$ cat config.mk
export PLATFORM = sky130hd
export DESIGN_NAME = spi_master
export DESIGN_NICKNAME = d
export VERILOG_FILES = /design/src/rtl/spi_master.sv
export SDC_FILE = /design/constraint.sdc
export NUM_CORES = 1
export LEC_CHECK = 0
export ABC_AREA = 1
export ABC_CLOCK_PERIOD_IN_PS = 3600
export CAP_MARGIN = 20
export CORE_AREA = 2 2 77 79
export CTS_CLUSTER_SIZE = 30
export DETAILED_ROUTE_END_ITERATION = 8
export DIE_AREA = 0 0 79 81
export HOLD_SLACK_MARGIN = 0.15
export PLACE_DENSITY = 0.77
export SYNTH_ARGS = -nofsm -noshare
export SYNTH_HDL_FRONTEND = slang
export SYNTH_SLANG_ARGS = --single-unit
$ cat constraint.sdc
create_clock -name clk -period 3.6 [get_ports clk]
set_input_delay 0.9 -clock clk [delete_from_list [all_inputs] [get_ports clk]]
set_output_delay 0.9 -clock clk [all_outputs]
set_load 0.01 [all_outputs]
$ cat src/rtl/spi_master.sv
// spi_master: SPI mode-0 bus master, MSB first, 8-bit frames, chip select optionally held across bytes.
// Latency: done pulses 16*(divider+1) clk cycles after the start-accept edge; all outputs registered.
// Optional build macro SPI_MASTER_LOOPBACK_EN adds a loopback input (sample own mosi, keep all selects high).
module spi_master #(
  parameter int NUM_CS    = 8,
  parameter int DIV_WIDTH = 8
) (
  input  logic                 clk,
  input  logic                 rst_n,
  input  logic                 start,
  input  logic [7:0]           tx_data,
  input  logic [2:0]           cs_sel,
  input  logic                 cs_hold,
  input  logic                 cs_release,
  input  logic [DIV_WIDTH-1:0] divider,
`ifdef SPI_MASTER_LOOPBACK_EN
  input  logic                 loopback,
`endif
  output logic                 busy,
  output logic                 done,
  output logic [7:0]           rx_data,
  output logic                 spi_clk,
  output logic [NUM_CS-1:0]    spi_ncs,
  output logic                 spi_mosi,
  input  logic                 spi_miso
);

  typedef enum logic [1:0] {
    IDLE,
    SETUP,
    HIGH,
    LOW
  } state_t;

  localparam logic [DIV_WIDTH-1:0] CNT_ONE = {{(DIV_WIDTH-1){1'b0}}, 1'b1};

  state_t               state;
  logic [DIV_WIDTH-1:0] cnt;
  logic [DIV_WIDTH-1:0] div_q;
  logic [2:0]           bit_cnt;
  logic [7:0]           tx_sh;
  logic [7:0]           rx_sh;
  logic                 hold_q;
  logic                 sample_bit;
  logic                 no_select;
  logic                 phase_end;

  // Active-low one-hot select mask; an out-of-range index selects nothing.
  function automatic logic [NUM_CS-1:0] sel_mask(input logic [2:0] idx);
    logic [NUM_CS-1:0] m;
    m = '1;
    for (int i = 0; i < NUM_CS; i++) begin
      if (i == int'(idx)) m[i] = 1'b0;
    end
    return m;
  endfunction

  // Choose the sampled data source and whether a slave gets selected at all.
  always_comb begin
`ifdef SPI_MASTER_LOOPBACK_EN
    sample_bit = loopback ? spi_mosi : spi_miso;
    no_select  = loopback;
`else
    sample_bit = spi_miso;
    no_select  = 1'b0;
`endif
    phase_end = (cnt == div_q);
  end

  // Transfer FSM: each SETUP/HIGH/LOW phase lasts divider+1 cycles; the edge that ends
  // the 8th high phase drops spi_clk and completes the byte, so a back-to-back start
  // in the done cycle gets its own full setup phase.
  always_ff @(posedge clk or negedge rst_n) begin
    if (!rst_n) begin
      state    <= IDLE;
      cnt      <= '0;
      div_q    <= '0;
      bit_cnt  <= 3'd0;
      tx_sh    <= 8'h00;
      rx_sh    <= 8'h00;
      hold_q   <= 1'b0;
      busy     <= 1'b0;
      done     <= 1'b0;
      rx_data  <= 8'h00;
      spi_clk  <= 1'b0;
      spi_ncs  <= '1;
      spi_mosi <= 1'b0;
    end else begin
      done <= 1'b0;
      case (state)
        IDLE: begin
          if (start) begin
            tx_sh    <= tx_data;
            hold_q   <= cs_hold;
            div_q    <= divider;
            cnt      <= '0;
            bit_cnt  <= 3'd0;
            busy     <= 1'b1;
            spi_ncs  <= no_select ? '1 : sel_mask(cs_sel);
            spi_mosi <= tx_data[7];
            state    <= SETUP;
          end else if (cs_release) begin
            spi_ncs <= '1;
          end
        end
        SETUP, LOW: begin
          if (phase_end) begin
            cnt     <= '0;
            spi_clk <= 1'b1;
            rx_sh   <= {rx_sh[6:0], sample_bit};
            state   <= HIGH;
          end else begin
            cnt <= cnt + CNT_ONE;
          end
        end
        HIGH: begin
          if (phase_end) begin
            cnt     <= '0;
            spi_clk <= 1'b0;
            if (bit_cnt == 3'd7) begin
              rx_data <= rx_sh;
              done    <= 1'b1;
              busy    <= 1'b0;
              if (!hold_q) spi_ncs <= '1;
              state   <= IDLE;
            end else begin
              bit_cnt  <= bit_cnt + 3'd1;
              spi_mosi <= tx_sh[6];
              tx_sh    <= {tx_sh[6:0], 1'b0};
              state    <= LOW;
            end
          end else begin
            cnt <= cnt + CNT_ONE;
          end
        end
        default: state <= IDLE;
      endcase
    end
  end

endmodule
; Word level (Yosys, flattened, before mapping)
; Cells that the tools add are included.
[totals]
register_bits = 57
in_bits = 25
output_inout_bits = 20
word_cells = 92
[op_classes]
addsub = 2
eq_ne = 19
n_mux = 44
n_reduce_logical = 14
[ops]
columns = operator, count
row1 = $mux 8, 7
row2 = $pmux 8 s2, 2
row3 = $mux 7, 3
row4 = $mux 1, 19
row5 = $pmux 7 s2, 1
row6 = $eq 3x3->1 const A, 4
row7 = $ne 2x2->1 const B, 6
row8 = $mux 3, 3
row9 = $reduce_and 3->1, 3
row10 = $add 8x1->8 const B, 1
row11 = $eq 8x8->1, 1
row12 = $mux 2, 4
row13 = $reduce_and 4->1, 2
row14 = $eq 2x3->1 const A, 2
row15 = $pmux 1 s2, 3
row16 = $pmux 2 s3, 1
row17 = $pmux 3 s2, 1
row18 = $reduce_and 5->1, 1
row19 = $eq 2x2->1 const B, 2
row20 = $reduce_and 2->1, 2
row21 = $reduce_bool 2->1, 2
row22 = $add 3x1->3 const B, 1
row23 = $eq 1x3->1 const A, 1
row24 = $eq 3x3->1 const B, 1
row25 = 6 further kinds, 6

; Depth between registers and ports, before layout
[depth]
depth_word = 4
mapped_depth = 11
mapped_depth_nobuf = 11

; Least setup slack after synthesis
; No wires, ideal clock.
[synth_timing]
path_kind = input -> register
startpoint = in start
endpoint = reg spi_mosi
setup_ns = 0.117
arrival_time_ns = 1.514
required_time_ns = 3.483
path_slack_ns = 1.969
path_stages = 7
path_buffers = 2
cell_sequence = inv_1 > nand2_1 > buf_2 > nand3_2 > buf_6 > nand2_1 > nand2_1
[synth_between]
elab_chain_cells = 2
[synth_rtl]
columns = element, line_no
row1 = start: declaration, 10  ; input logic start,
row2 = $ne 2x2->1 (no source line), n/a
row3 = $reduce_and 4->1 (no source line), n/a
row4 = end signal: assignment, 100  ; spi_mosi <= tx_data[7];
row5 = end signal: assignment, 128  ; spi_mosi <= tx_sh[6];
row6 = end: declaration, 24  ; output logic spi_mosi,
; No other way between the ends.
; A chain may end at the register's enable or synchronous reset.

; Worst setup path after layout
[layout_timing]
startpoint = reg spi_ncs[5]
endpoint = out spi_ncs[5]
[layout_lines]
columns = element, line_no
row1 = start: declaration, 23  ; output logic [NUM_CS-1:0] spi_ncs,
row2 = start signal: assignment, 99  ; spi_ncs <= no_select ? '1 : sel_mask(cs_sel);
; No word-level cell between the ends.

==> impl_metrics.json <==
{
  "status": "completed",
  "postSynth.asyncResetShare_pct": 100.0,
  "drc": 0,
  "fin_cells": 441,
  "path_max_fanout": 2,
  "portBuffers": 44,
  "critical_path.cell_chain": "clkdlybuf4s50_1",
  "synth_enable_flop_cells": 0,
  "cts_setup_buffers": 0,
  "cp-end-kind": "primary output",
  "power.density_nw_per_um2": 382.4,
  "n_antenna_cell": 0,
  "clk_path_buf_depth": 2,
  "drive_above_1_share_pct": 18.85,
  "area_growth_pct": 24.04,
  "via_per_inst": 4.914,
  "arrival_ns": 1.39,
  "post_synth_instance_area_um2": 2795,
  "yosys_warnings": 0,
  "grt_pass1_wl_mm": 9.183,
  "io_pins": 45,
  "postRouteAntennaNets": 0,
  "drt_pass1_iterations": 4,
  "finalSetupTns_ns": 0,
  "cts_buffers": 9,
  "drv_slew": 0,
  "clk_latency_ns": 0.33,
  "die_x_um": 79,
  "nets": 389,
  "path_buf_inv": 1,
  "ir_drop_uv": 225.4,
  "worst_pin_slew_ns": 0.6213,
  "cts.sinks": 57,
  "die_area_um2": 6399,
  "fin_crit_sh_pct": 63.47,
  "tritoncts": "built",
  "dp_cells": 425,
  "dp_hpwl_mm": 3.763,
  "synth_top_cell_by_area": "dfrtp_1",
  "num_vias": 2167,
  "synth_cell_type_count": 29,
  "ctsHoldBuffers": 0,
  "max-cap-violations": 0,
  "min_path_type": "reg2reg",
  "htreeDepth": 3,
  "core_area_um2": 5675,
  "critPathKind": "reg2out",
  "start_util_pct": 49.25,
  "cp_slowest_cell": "dfstp_2",
  "grt_usage_pct": 18.44,
  "cp-start-kind": "register",
  "num_rows": 28,
  "clk_pin_slew_ns": 0.06,
  "ctsResizeCount": 0,
  "drt-total-wl_mm": 5.168,
  "slew-limit-headroom_pct": 58.58,
  "slowest_delay_ns": 0.53,
  "synth_top_area_share_pct": 43.87,
  "grt_max_degree": 31,
  "grt_pass1_vias": 2102,
  "skew_ns": 0.007212,
  "period_minus_slack_ns": 2.285,
  "setup_viol": 0,
  "final_util_pct": 61.09,
  "cp_top_family": "flip-flops",
  "required_ns": 2.70,
  "synth_top_flop_cell": "dfrtp_1",
  "fmax_ghz": 0.4376,
  "syn_area_per_cell_um2": 8.874,
  "ys_seq_area_share_pct": 51.39,
  "finalHoldViolCount": 0,
  "grt.overflow.total": 0,
  "synth_nets": 343,
  "ys_ff_latch": 57,
  "rsz0062_at_grt": "no",
  "p_leak_nw": 1.704,
  "cts_root_buf": "clkbuf_8",
  "ys_top_cells_by_count": "101 x nand2_1, 49 x dfrtp_1, 28 x inv_1, 19 x nor2_1, 19 x o21ai_2",
  "nFillCells": 487,
  "die_y_um": 81,
  "antenna_found_initial": 0,
  "wire_per_inst_um": 11.72,
  "place_congestion": 0.7942,
  "syn_inst": 315,
  "drt-initial-drc-count": 171,
  "synthTopCellsByArea": "dfrtp_1 44%, nand2_1 14%, dfstp_2 7.5%",
  "synth_most_common_cell": "nand2_1"
}
[worst paths after layout]
kind	from	end	slack [ns]	cells after the start
worst max-delay path	spi_ncs[5]$_DFFE_PN1P_	spi_ncs[5]	1.31	1
worst min-delay path	spi_ncs[6]$_DFFE_PN1P_	spi_ncs[6]$_DFFE_PN1P_	0.47	2
worst max register to register	bit_cnt[0]$_DFFE_PN0P_	bit_cnt[2]$_DFFE_PN0P_	1.63	8
worst min register to register	spi_ncs[6]$_DFFE_PN1P_	spi_ncs[6]$_DFFE_PN1P_	0.47	2
max in group asynchronous	rst_n	done$_DFF_PN0_	2.19	2
min in group asynchronous	rst_n	div_q[6]$_DFFE_PN0P_	0.58	1
[worst reg2reg max path: stages (launching register included)]
cell and delay, ns:
dfrtp_1 0.40, ha_1 0.21, ha_1 0.19, inv_1 0.09, nor2_4 0.05, nor2_2 0.39, nand3_2 0.32, nand2_1 0.14
nand2_1 0.06
[power breakdown]
part / total (mW) / internal [mW] / switching, mW
Combinational: 0.0497 / 0.0265 / 0.0232
Clock: 0.635 / 0.386 / 0.249
Sequential: 0.641 / 0.641 / 0
Total: 1.33 / 1.05 / 0.272
[cell families after synthesis]
kind of cell	after synthesis	share of synthesized area, %
XOR/XNOR	9	3.089
flip-flops	57	51.39
AO/OA/AOI/OAI	40	9.937
buffers and inverters	44	7.475
AND/OR/NAND/NOR	159	25.56
multiplexers	3	1.209
adder cells (fa/ha/maj)	3	1.343
[registers in the layout, summed over array words and instances (netlist names)]
name,flops
bit_cnt,3
busy,1
cnt,8
div_q,8
done,1
hold_q,1
rx_data,8
rx_sh,8
spi_clk,1
spi_mosi,1
spi_ncs,8
state,2
tx_sh,7
[final cells by class]
class | count | area [µm²] | share of cell area [%]
clock buffers | 10 | 127.6 | 3.681
clock inverters | 6 | 82.58 | 2.382
inverters | 33 | 126.4 | 3.645
multi-input cells | 214 | 1150 | 33.16
flip-flops and latches | 57 | 1436 | 41.43
well taps | 75 | 93.84 | 2.707
repair buffers | 46 | 450.4 | 12.99
[placed cells by master, fill, tap and decap left out, types with 2 or more instances in the layout]
| cell type | netlist | final |
|---|---|---|
| nand2_2 | 4 | 4 |
| inv_1 | 28 | 28 |
| nor2_2 | 4 | 4 |
| buf_4 | 1 | 2 |
| dfstp_2 | 8 | 8 |
| nor3_1 | 2 | 2 |
| clkdlybuf4s50_1 | 0 | 43 |
| clkinv_2 | 0 | 3 |
| o21ai_1 | 4 | 4 |
| mux2_2 | 3 | 3 |
| dfrtp_1 | 49 | 49 |
| nor2_1 | 19 | 19 |
| nand3_1 | 10 | 10 |
| o22ai_1 | 5 | 5 |
| inv_2 | 4 | 4 |
| xnor2_1 | 3 | 3 |
| o21ai_2 | 19 | 19 |
| ha_1 | 3 | 3 |
| o21ai_0 | 6 | 6 |
| nand4_1 | 11 | 11 |
| nand2_1 | 101 | 101 |
| a21oi_1 | 6 | 6 |
| bufinv_16 | 0 | 2 |
| clkbuf_8 | 0 | 9 |
| nand2_4 | 5 | 5 |
| xor2_1 | 5 | 5 |
[per-layer routing]
| metal | track usage, % | vias up | routed length [µm] |
|---|---|---|---|
| met5 | 0 | - | 0 |
| met4 | 9.828 | 0 | 92 |
| met3 | 3.667 | 8 | 244 |
| met2 | 30.59 | 49 | 2553 |
| met1 | 22.92 | 1015 | 2278 |
| li1 | - | 1095 | - |
[per-stage QoR]
step,worst slack [ns],hold WS (ns),cell area [µm²],total power [mW]
after floorplan,1.969,0.4419,2795,0.6620
after global placement,1.228,0.4529,3257,0.7029
after detailed placement,1.157,0.4634,3257,0.7035
after CTS,1.294,0.4779,3467,1.338
after global routing,1.272,0.4878,3467,1.371
final,1.315,0.4741,3467,1.326
Note: power is estimated with default switching activity, not from simulation.
